==> src/rtl/win_nav.sv <==
// win_nav: window-origin and edit-cursor navigator for the 128x128 toroidal
// Life world, with keyboard auto-repeat on the arrow keys.
module win_nav #(
    parameter int unsigned REPEAT_DELAY  = 12_500_000,
    parameter int unsigned REPEAT_PERIOD = 2_500_000,
    parameter int unsigned CNT_W         = 24
) (
    input  logic        clk,
    input  logic        rst,
    input  logic [6:0]  win_ctrl_cmd,
    input  logic [7:0]  view_width,
    output logic [6:0]  org_x,
    output logic [6:0]  org_y,
    output logic [6:0]  cur_x,
    output logic [6:0]  cur_y,
    output logic [13:0] cur_addr,
    output logic        moved
);

    localparam logic [CNT_W-1:0] DLY_LAST = CNT_W'(REPEAT_DELAY - 1);
    localparam logic [CNT_W-1:0] RPT_LAST = CNT_W'(REPEAT_PERIOD - 1);

    typedef enum logic [1:0] {
        S_IDLE   = 2'd0,
        S_DELAY  = 2'd1,
        S_REPEAT = 2'd2
    } state_t;

    state_t           r_state;
    state_t           w_state_nxt;
    logic [CNT_W-1:0] r_cnt;
    logic [CNT_W-1:0] w_cnt_nxt;
    logic [3:0]       r_prev_a;
    logic [7:0]       r_prev_width;

    logic [3:0] w_a;
    logic       w_any;
    logic       w_chg;
    logic       w_step;
    logic       w_up, w_down, w_left, w_right;
    logic       w_mode;
    logic       w_wchg;
    logic       w_fix;
    logic [7:0] w_width;
    logic [6:0] w_dx, w_dy;
    logic [6:0] w_cur_x_s, w_cur_y_s, w_org_x_s, w_org_y_s;
    logic [6:0] w_org_x_n, w_org_y_n;
    logic       w_unused;

    assign w_a      = win_ctrl_cmd[3:0];
    assign w_up     = win_ctrl_cmd[0];
    assign w_down   = win_ctrl_cmd[1];
    assign w_left   = win_ctrl_cmd[2];
    assign w_right  = win_ctrl_cmd[3];
    assign w_mode   = win_ctrl_cmd[6];
    assign w_unused = ^win_ctrl_cmd[5:4];
    assign w_any    = |w_a;
    assign w_chg    = (w_a != r_prev_a);
    assign w_wchg   = (view_width != r_prev_width);
    assign w_width  = (view_width == 8'd0) ? 8'd1 : view_width;
    assign cur_addr = {cur_y, cur_x};

    // Pull the origin back so the cursor is inside a W-wide window on one axis.
    function automatic logic [6:0] fix_org(input logic [6:0] org, input logic [6:0] cur,
                                           input logic plus, input logic [7:0] w);
        logic [6:0] off;
        off = cur - org;
        if (!w[7] && ({1'b0, off} >= w))
            fix_org = plus ? (cur - w[6:0] + 7'd1) : cur;
        else
            fix_org = org;
    endfunction

    // Repeat FSM state register and counter.
    always_ff @(posedge clk) begin
        if (rst) begin
            r_state <= S_IDLE;
            r_cnt   <= '0;
        end else begin
            r_state <= w_state_nxt;
            r_cnt   <= w_cnt_nxt;
        end
    end

    // Repeat FSM next state: any new arrow pattern restarts the delay phase.
    always_comb begin
        w_state_nxt = r_state;
        if (!w_any)
            w_state_nxt = S_IDLE;
        else if (w_chg || (r_state == S_IDLE))
            w_state_nxt = S_DELAY;
        else if ((r_state == S_DELAY) && (r_cnt == DLY_LAST))
            w_state_nxt = S_REPEAT;
    end

    // Repeat FSM outputs: step strobe and counter update.
    always_comb begin
        w_step    = 1'b0;
        w_cnt_nxt = r_cnt + CNT_W'(1);
        if (!w_any) begin
            w_cnt_nxt = '0;
        end else if (w_chg || (r_state == S_IDLE)) begin
            w_step    = 1'b1;
            w_cnt_nxt = '0;
        end else if ((r_state == S_DELAY) && (r_cnt == DLY_LAST)) begin
            w_step    = 1'b1;
            w_cnt_nxt = '0;
        end else if ((r_state == S_REPEAT) && (r_cnt == RPT_LAST)) begin
            w_step    = 1'b1;
            w_cnt_nxt = '0;
        end
    end

    // Position datapath: apply the step, then re-establish cursor visibility.
    always_comb begin
        w_dx = 7'd0;
        w_dy = 7'd0;
        if (w_step) begin
            if (w_right && !w_left)      w_dx = 7'd1;
            else if (w_left && !w_right) w_dx = 7'h7F;
            if (w_down && !w_up)         w_dy = 7'd1;
            else if (w_up && !w_down)    w_dy = 7'h7F;
        end
        w_cur_x_s = cur_x + w_dx;
        w_cur_y_s = cur_y + w_dy;
        w_org_x_s = w_mode ? (org_x + w_dx) : org_x;
        w_org_y_s = w_mode ? (org_y + w_dy) : org_y;
        w_fix     = (w_step && !w_mode) || w_wchg;
        w_org_x_n = w_org_x_s;
        w_org_y_n = w_org_y_s;
        if (w_fix) begin
            w_org_x_n = fix_org(w_org_x_s, w_cur_x_s, (w_dx == 7'd1), w_width);
            w_org_y_n = fix_org(w_org_y_s, w_cur_y_s, (w_dy == 7'd1), w_width);
        end
    end

    // Position, history and moved-pulse registers.
    always_ff @(posedge clk) begin
        if (rst) begin
            org_x        <= 7'd0;
            org_y        <= 7'd0;
            cur_x        <= 7'd0;
            cur_y        <= 7'd0;
            moved        <= 1'b0;
            r_prev_a     <= 4'd0;
            r_prev_width <= 8'd8;
        end else begin
            org_x        <= w_org_x_n;
            org_y        <= w_org_y_n;
            cur_x        <= w_cur_x_s;
            cur_y        <= w_cur_y_s;
            moved        <= (w_org_x_n != org_x) || (w_org_y_n != org_y) ||
                            (w_cur_x_s != cur_x) || (w_cur_y_s != cur_y);
            r_prev_a     <= w_a;
            r_prev_width <= view_width;
        end
    end

endmodule

==> config.mk <==
export PLATFORM = sky130hd
export DESIGN_NAME = win_nav
export DESIGN_NICKNAME = d
export VERILOG_FILES = /design/src/rtl/win_nav.sv
export SDC_FILE = /design/constraint.sdc
export NUM_CORES = 1
export LEC_CHECK = 0
export BUFFER_PORTS_ARGS = -buffer_cell sky130_fd_sc_hd__buf_2
export CAP_MARGIN = 20
export CORE_AREA = 3 3 106 108
export DETAILED_ROUTE_END_ITERATION = 7
export DIE_AREA = 0 0 109 111
export GPL_ROUTABILITY_DRIVEN = 0
export GPL_TIMING_DRIVEN = 0
export PLACE_DENSITY_LB_ADDON = 0.1
export REMOVE_ABC_BUFFERS = 1
export SYNTH_ARGS = -nofsm -noshare
export SYNTH_HDL_FRONTEND = slang
export SYNTH_SLANG_ARGS = --single-unit
==> constraint.sdc <==
create_clock -name clk -period 8.3 [get_ports clk]
set_input_delay 0.83 -clock clk [delete_from_list [all_inputs] [get_ports clk]]
set_output_delay 0.83 -clock clk [all_outputs]
set_load 0.005 [all_outputs]
==> results_dict.tcl, run 1 <==
set metrics [dict create \
    status "finished clean" \
    synth_area_mm2 0.00630 \
    setup_viol 0 \
    routed_via_density 5.95 \
    synthArstFlopShare 0 \
    drc 0 \
    cts_buffers 9 \
    first_pass_iters 6 \
    layout_commonest_cell "ha_1" \
    tns_ns 0 \
    cp_data_arrival_time_ns 7.98 \
    crit_path_end_kind "register" \
    rr_endpoint "moved" \
    fp.dieW_um 109 \
    skew_ns 0.0165 \
    ys.warnings.count 0 \
    synth_edf_count 0 \
    fmax_mhz 128 \
    synth_ff_type "dfxtp_1" \
    holdWs_ns 0.479 \
    finalCritPeriodShare 0.939 \
    cts_setup_buffers 0 \
    min_to "r_cnt[0]" \
    r2r_setup_slack_ns 0.76 \
    crit_top_cell "ha_1" \
    avgRoutedWirePerCell_um 17.3 \
    ctsRootBufferMaster "clkbuf_8" \
    antenna_left 0 \
    areaGrowthSynthToFinish_pct 7.29 \
    synth.distinct_cells 85 \
    cts_max_path_buffers 2 \
    wl_um 15600 \
    design.core.area_mm2 0.0103 \
    die_area_mm2 0.0121 \
    vias 5358 \
    final_util 0.655 \
    die_h_um 111 \
    worstSetupPathType "primary input to register" \
    p_leak_nw 3.03 \
    r2r-start "r_cnt[0]" \
    cts-htree-levels 3 \
    yosysSeqAreaShare 0.213 \
    initial_core_util 0.610 \
    drive_above_1_share 0.157 \
    hold_viol_final 0 \
    ir_drop_v 0.000182 \
    powerDensity_mw_per_mm2 326 \
    drt_iter0_markers 289 \
    critPathMaxFanout 12 \
    rsz0062_at_grt "no" \
    grt_pass1_vias 5182 \
    clock-sinks 67 \
    path_clk_slew_ns 0.08 \
    ys_ff_latch 67 \
    antenna_found_initial 0 \
    overflow 0 \
    min_from "r_cnt[0]" \
    hpwl_um 12100 \
    fin_nets 863 \
    insertion_delay_ns 0.36 \
    syn_avg_cell_area_um2 8.73 \
    numPortBuffers 57 \
    diodes 0 \
    final_cell_mix "ha_1 (79), nor2_1 (74), dfxtp_1 (67), buf_2 (58), xor2_1 (49)" \
    worstPathRequired_ns 8.49 \
    min_path_cells 1 \
    ios 60 \
    max-cap-violations 0 \
    worstRegToRegCells 29 \
    grt_max_degree 45 \
    worst_path_largest_cell_delay_ns 0.49 \
    crit_path_start_kind "primary input" \
    grt.total_usage 0.262 \
    tightest_slew_ns 0.870 \
    drv_slew 0 \
    maxSlewHeadroom 0.420 \
    rows 37 \
    period_needed_ns 7.79 \
    grt_pass1_wl_um 25300 \
    cts_tree "done" \
    critPathSlowestCell "o211ai_2" \
    worstHoldPathType "register to register" \
    syn-instance-count 722 \
]
where the power goes:
group | internal [mW] | total [mW] | switching (mW)
Sequential | 0.366 | 0.420 | 0.0537
Clock | 0.171 | 0.317 | 0.145
Combinational | 0.642 | 1.47 | 0.823
Total | 1.18 | 2.20 | 1.02
cells by family after synthesis:
family,after synthesis,synth area share
AOI/OAI and AO/OA,155,0.182
xor gates and xnor gates,86,0.124
adders and majority gates,87,0.182
buffers and inverters,75,0.0619
DFF,67,0.213
muxes,17,0.0306
and+or+nand+nor,235,0.206
Yosys cell counts, drive strengths merged (3+ instances only):
cell type   n  area share
xor2       49       0.068
nand4       9       0.011
ha         79        0.16
o31ai       5      0.0081
nor2b      15       0.015
nand3      19       0.018
clkbuf     11      0.0081
o21bai      4      0.0048
mux2        5      0.0095
and4        3      0.0050
xnor2      35       0.049
and2        9      0.0097
a21o       23       0.029
nor3       21       0.019
nand2      35       0.021
o21a        3      0.0036
dfxtp      67        0.21
nand2b      6      0.0060
buf        20       0.026
a21boi      7       0.010
nor2       74       0.044
and4b       3      0.0052
a2111oi     3      0.0042
o21ai      24       0.019
or3        17       0.017
a31oi       3      0.0030
mux2i      12       0.021
inv        43       0.026
a21oi      38       0.035
a211oi     16       0.021
o211ai      6      0.0079
o2111ai     3      0.0042
a211o       5      0.0071
nor4       10       0.015
fa          8       0.025
worst max path at each step:
| stage | from | endpoint | slack, ns | cells past startpoint |
|---|---|---|---|---|
| after CTS | win_ctrl_cmd[0] | moved | 0.35 | 29 |
| after floorplan | win_ctrl_cmd[0] | moved | 1.78 | 28 |
| final | win_ctrl_cmd[0] | moved | 0.51 | 29 |
| after global routing | win_ctrl_cmd[0] | moved | 0.04 | 29 |
| after detailed placement | win_ctrl_cmd[0] | moved | 0.008 | 29 |
| after global placement | win_ctrl_cmd[0] | moved | 0.08 | 29 |
registers in the layout, indices dropped and copies added (netlist names):
name	count
r_state	2
r_cnt	24
cur_x	7
org_x	7
r_prev_width	8
r_prev_a	4
moved	1
cur_y	7
org_y	7
per-layer routing:
metal / part of all wire / vias up / global-route usage / wire [um]
met5: 0 / - / 0 / 0
met3: 0.064 / 29 / 0.0600 / 989
met2: 0.49 / 156 / 0.452 / 7660
li1: - / 2657 / - / -
met1: 0.42 / 2516 / 0.319 / 6550
met4: 0.023 / 0 / 0.0808 / 364
critical path, delay by kind of cell:
kind	cells	cell delay (ns)
fa+ha+maj	3	1.01
buf+inv	3	0.64
simple gates	8	1.80
xor+xnor	3	0.46
compound gates	12	3.24
per-stage QoR:
| stage | instances | setup WS, ns | instance area [um2] | power (mW) |
|---|---|---|---|---|
| after floorplan | 690 | 1.78 | 6070 | 1.50 |
| after global placement | 883 | 0.0822 | 6530 | 1.81 |
| after detailed placement | 884 | 0.00806 | 6530 | 1.87 |
| after CTS | 900 | 0.351 | 6760 | 2.19 |
| after global routing | 900 | 0.0450 | 6760 | 2.39 |
| final | 900 | 0.505 | 6760 | 2.20 |
timing repair:
| action | in CTS | in global routing |
|---|---|---|
| resized for setup | 0 | 1 |
| hold buffers | 0 | 0 |
| endpoints found under the hold margin | 0 | 0 |
| setup endpoints to repair | 0 | 1 |
cell type report:
class / instances / area, um2
well taps: 136 / 170
flip-flops and latches: 67 / 1340
multi-input cells: 580 / 4580
inverters: 43 / 161
clock buffers: 9 / 124
repair buffers: 58 / 290
clock inverters: 7 / 98.8
fillers: 910 / 3560
Note: power is estimated with default switching activity, not from simulation.
==> inputs of run 2 (changes only) <==
--- a/config.mk
+++ b/config.mk
@@ -7,12 +7,12 @@
 export LEC_CHECK = 0
 export BUFFER_PORTS_ARGS = -buffer_cell sky130_fd_sc_hd__buf_2
 export CAP_MARGIN = 20
-export CORE_AREA = 3 3 106 108
+export CORE_AREA = 3 3 122 124
 export DETAILED_ROUTE_END_ITERATION = 7
-export DIE_AREA = 0 0 109 111
+export DIE_AREA = 0 0 125 127
 export GPL_ROUTABILITY_DRIVEN = 0
 export GPL_TIMING_DRIVEN = 0
-export PLACE_DENSITY_LB_ADDON = 0.1
+export PLACE_DENSITY_LB_ADDON = 0.08
 export REMOVE_ABC_BUFFERS = 1
 export SYNTH_ARGS = -nofsm -noshare
 export SYNTH_HDL_FRONTEND = slang
==> run 2 against run 1 <==
Via count fell by 2.3%; routed wire length up 1.2%; register-to-register slack gained 0.05 ns; maximum frequency rose by 0.59%.
==> results_dict.tcl, run 2 (synthesis gave the netlist of run 1 again) <==
set metrics [dict create \
    insertion_delay_ns 0.35 \
    final_cell_mix "ha_1 (79), nor2_1 (74), dfxtp_1 (67), buf_2 (58), xor2_1 (49)" \
    fmax_mhz 129 \
    cts_max_path_buffers 2 \
    worstSetupPathType "primary input to register" \
    grt.total_usage 0.203 \
    overflow 0 \
    grtUsageMet1 0.298 \
    critPathMaxFanout 12 \
    top_register "r_cnt" \
    drv_slew 0 \
    design.core.area_mm2 0.0139 \
    grt_pass1_wl_um 25800 \
    hpwl_um 12600 \
    cp_data_arrival_time_ns 7.92 \
    wl_um 15700 \
    drc 0 \
    diodes 0 \
    avgRoutedWirePerCell_um 16.7 \
    p_leak_nw 3.05 \
    reg_top3 "r_cnt: 24 flops, r_prev_width: 8 flops" \
    met2_usage 0.311 \
    worstPathRequired_ns 8.47 \
    design_area_mm2 0.00687 \
    nFillCells 1344 \
    routed_via_density 5.54 \
    tightest_slew_ns 0.943 \
    areaGrowthSynthToFinish_pct 9.07 \
    tns_ns 0 \
    fp.dieW_um 125 \
    r2r_setup_slack_ns 0.81 \
    numPortBuffers 57 \
    clock-sinks 67 \
    antenna_found_initial 0 \
    vias 5234 \
    powerDensity_mw_per_mm2 323 \
    hold_viol_final 0 \
    met3_usage 0.0326 \
    cts-htree-levels 3 \
    postCtsHoldBufs 0 \
    first_pass_iters 4 \
    drt_iter0_markers 193 \
    ios 60 \
    grt_max_degree 45 \
    crit_path_start_kind "primary input" \
    cts_buffers 9 \
    max-cap-violations 0 \
    finalCritPeriodShare 0.934 \
    maxSlewHeadroom 0.371 \
    die_h_um 127 \
    largest_reg_flops 24 \
    path_clk_slew_ns 0.06 \
    status "finished clean" \
    rsz0062_at_grt "no" \
    fin_nets 863 \
    cts_tree "done" \
    layout_commonest_cell "ha_1" \
    top_usage_layer "met2" \
    period_needed_ns 7.75 \
    skew_ns 0.00677 \
    ir_drop_v 0.000198 \
    initial_core_util 0.454 \
    worstHoldPathType "register to register" \
    grt_pass1_vias 4946 \
    antenna_left 0 \
    rows 43 \
    dpl_cell_area_mm2 0.00659 \
    setup_viol 0 \
    ctsRootBufferMaster "clkbuf_16" \
    crit_path_end_kind "register" \
    drive_above_1_share 0.156 \
    die_area_mm2 0.0159 \
]
## run 2: cell count changes in the layout (fill, tap and decap cells not counted)
cell / before / now
o211ai_4: 0 / 1
o31ai_2: 1 / 0
clkbuf_8: 9 / 0
clkinvlp_4: 1 / 2
bufinv_16: 2 / 0
o211ai_2: 1 / 0
clkbuf_16: 0 / 9
o31ai_1: 3 / 4
clkinv_2: 1 / 2
## run 2: critical path, cell delays in order
cell and delay, ns:
buf_2 0.12, xor2_1 0.14, nor3_2 0.38, nand2_1 0.30, o211ai_4 0.42, inv_1 0.29, ha_1 0.35, a211oi_1 0.36
nor2_1 0.11, nor2_1 0.21, o21bai_1 0.25, inv_1 0.16, ha_1 0.34, a21oi_1 0.15, nand2_1 0.10, a21o_1 0.21
a21oi_1 0.19, xnor2_1 0.15, xnor2_1 0.14, ha_1 0.29, nor2b_1 0.16, o2111ai_1 0.13, o31ai_1 0.58, o31ai_4 0.35
mux2i_4 0.29, xor2_1 0.19, nor4_1 0.45, a41oi_1 0.23
## run 2: area by class of cell
class,instances,area (um2),area share
clock buffers,9,225,0.0328
well taps,180,225,0.0328
clock inverters,7,51.3,0.00746
repair buffers,58,290,0.0422
flip-flops and latches,67,1340,0.195
inverters,43,161,0.0235
multi-input cells,580,4580,0.666
## run 2: power breakdown
group / switching [mW] / internal (mW)
sequential: 0.0562 / 0.367
combinational: 0.796 / 0.640
clock: 0.157 / 0.203
## run 2: worst paths after layout
check / from / endpoint / cells after the start
worst min register to register: r_cnt[0] / r_cnt[0] / 1
worst max-delay path: win_ctrl_cmd[0] / moved / 28
worst min-delay path: r_cnt[0] / r_cnt[0] / 1
worst max register to register: r_cnt[0] / moved / 28
## run 2: per-layer routing
layer	share of wire	up-vias
li1	-	2650
met1	0.51	2469
met2	0.43	97
met3	0.043	18
met4	0.014	0
met5	0	-
## run 2: metrics by stage
step / total power, mW / setup slack [ns] / cells / util / hold slack [ns]
final: 2.22 / 0.551 / 944 / 0.495 / 0.470
after global routing: 2.43 / 0.100 / 944 / 0.495 / 0.512
after CTS: 2.24 / 0.334 / 944 / 0.495 / 0.472
after detailed placement: 1.86 / 0.0236 / 928 / 0.475 / 0.458
after global placement: 1.83 / 0.00268 / 927 / 0.474 / 0.448
after floorplan: 1.50 / 1.78 / 690 / - / 0.430
## run 2: timing repair
action	4_1_cts	5_1_grt
setup endpoints to repair	0	1
buffers inserted	0	0
gates resized for setup	0	1
==> inputs of run 3 (changes only) <==
==> constraint.sdc (replaced) <==
create_clock -name clk -period 9.9 [get_ports clk]
set_input_delay 0.99 -clock clk [delete_from_list [all_inputs] [get_ports clk]]
set_output_delay 0.99 -clock clk [all_outputs]
set_load 0.005 [all_outputs]
==> run 3 against run 2 <==
Routed wire length grew 0.29%; combinational power shrank 16%; clock-buffer cell count is the same; critical endpoint unchanged; largest cell class unchanged.
==> results_dict.tcl, run 3 (synthesis gave the netlist of run 1 again) <==
set metrics [dict create \
    ios 60 \
    wl_um 15800 \
    switching_share 0.455 \
    status "finished clean" \
    r2r_setup_slack_ns 2.29 \
    skew_ns 0.00637 \
    p_leak_nw 3.05 \
    rows 43 \
    reg_top3 "r_cnt: 24 flops, r_prev_width: 8 flops" \
    hpwl_um 12600 \
    worstSetupPathType "primary input to register" \
    overflow 0 \
    fp.dieW_um 125 \
    design.core.area_mm2 0.0139 \
    grt.total_usage 0.203 \
    min_to "r_cnt[0]" \
    min_from "r_cnt[0]" \
    avgRoutedWirePerCell_um 16.7 \
    cts_setup_buffers 0 \
    critPathSlowestCell "o31ai_1" \
    antenna_left 0 \
    clock-sinks 67 \
    min_path_cells 1 \
    diodes 0 \
    cts-htree-levels 3 \
    p_int_mw 1.01 \
    top_register "r_cnt" \
    worstHoldPathType "register to register" \
    drv_slew 0 \
    worst_path_largest_cell_delay_ns 0.58 \
    pwr-share-comb 0.648 \
    antenna_found_initial 0 \
    final_cell_mix "ha_1 (79), nor2_1 (74), dfxtp_1 (67), buf_2 (58), xor2_1 (49)" \
    crit_path_start_kind "primary input" \
    die_area_mm2 0.0159 \
    switchingPower_mw 0.847 \
    hold_viol_final 0 \
    ir_drop_v 0.000165 \
    maxSlewHeadroom 0.371 \
    grt_pass1_wl_um 25800 \
    drt_iter0_markers 214 \
    largest_reg_flops 24 \
    postCtsResizedCells 0 \
    die_h_um 127 \
    first_pass_iters 4 \
    rr_endpoint "moved" \
    finalCritPeriodShare 0.814 \
    grt_pass1_vias 4946 \
    crit_path_end_kind "register" \
    period_needed_ns 8.06 \
    ctsRootBufferMaster "clkbuf_16" \
    r2r-start "r_prev_a[0]" \
    path_clk_slew_ns 0.06 \
    cts_buffers 9 \
    cts_tree "done" \
    powerDensity_mw_per_mm2 271 \
    crit_top_cell "ha_1" \
    cp_num_buf_inv 3 \
    p_seq_frac 0.190 \
    max-cap-violations 0 \
    critPathTopFamily "compound AO/OA/AOI/OAI gates" \
    routed_via_density 5.56 \
    drive_above_1_share 0.156 \
    postCtsHoldBufs 0 \
    areaGrowthSynthToFinish_pct 8.93 \
    tightest_slew_ns 0.943 \
    layout_commonest_cell "ha_1" \
    nFillCells 1344 \
    clockPowerShare 0.162 \
    initial_core_util 0.454 \
    worstRegToRegCells 27 \
    numPortBuffers 57 \
    tns_ns 0 \
    finalPower_mw 1.86 \
    vias 5253 \
    critPathMaxFanout 12 \
    rsz0062_at_grt "no" \
    grt_max_degree 45 \
    worstPathRequired_ns 10.07 \
    setup_viol 0 \
    cts_max_path_buffers 2 \
    insertion_delay_ns 0.35 \
    cp_data_arrival_time_ns 8.22 \
    fmax_mhz 124 \
    drc 0 \
    fin_nets 863 \
]
-- run 3: cell types whose count changed in the layout (fill, tap and decap cells not counted) --
cell,delta
o211ai_4,-1
o211ai_2,+1
-- run 3: cell type report --
| type | instances | area [um2] | area share |
|---|---|---|---|
| inverters | 43 | 161 | 0.0235 |
| clock buffers | 9 | 225 | 0.0328 |
| flip-flops and latches | 67 | 1340 | 0.195 |
| well taps | 180 | 225 | 0.0328 |
| clock inverters | 7 | 51.3 | 0.00747 |
| repair buffers | 58 | 290 | 0.0423 |
| multi-input cells | 580 | 4570 | 0.666 |
-- run 3: how the worst max path moves through the flow --
stage                    startpoint  endpoint  slack [ns]  depth (start not counted)
global route        win_ctrl_cmd[0]     moved        1.35                         28
global placement    win_ctrl_cmd[0]     moved        1.44                         28
finish              win_ctrl_cmd[0]     moved        1.84                         28
CTS                 win_ctrl_cmd[0]     moved        1.77                         28
detailed placement  win_ctrl_cmd[0]     moved        1.46                         28
floorplan           win_ctrl_cmd[0]     moved        3.22                         28
-- run 3: power groups by stage --
stage | clock network (mW) | registers [mW] | logic [mW]
floorplan | 0 | 0.353 | 0.905
global placement | 0 | 0.358 | 1.17
detailed placement | 0 | 0.361 | 1.20
CTS | 0.312 | 0.355 | 1.21
global route | 0.324 | 0.362 | 1.35
finish | 0.301 | 0.355 | 1.21
-- run 3: metal layers --
layer  global-route usage  part of all wire
met2                0.311              0.43
met1                0.298              0.50
met4               0.0561             0.013
met3               0.0326             0.052
met5                    0                 0
-- run 3: through the flow --
stage	std cells	hold WS, ns	utilization	instance area, um2	setup WS (ns)
3_3_place_gp	927	0.448	0.474	6580	1.44
3_5_place_dp	928	0.458	0.475	6590	1.46
2_1_floorplan	690	0.430	-	6070	3.22
5_1_grt	944	0.512	0.495	6870	1.35
4_1_cts	944	0.472	0.495	6870	1.77
6_report	944	0.470	0.495	6870	1.84
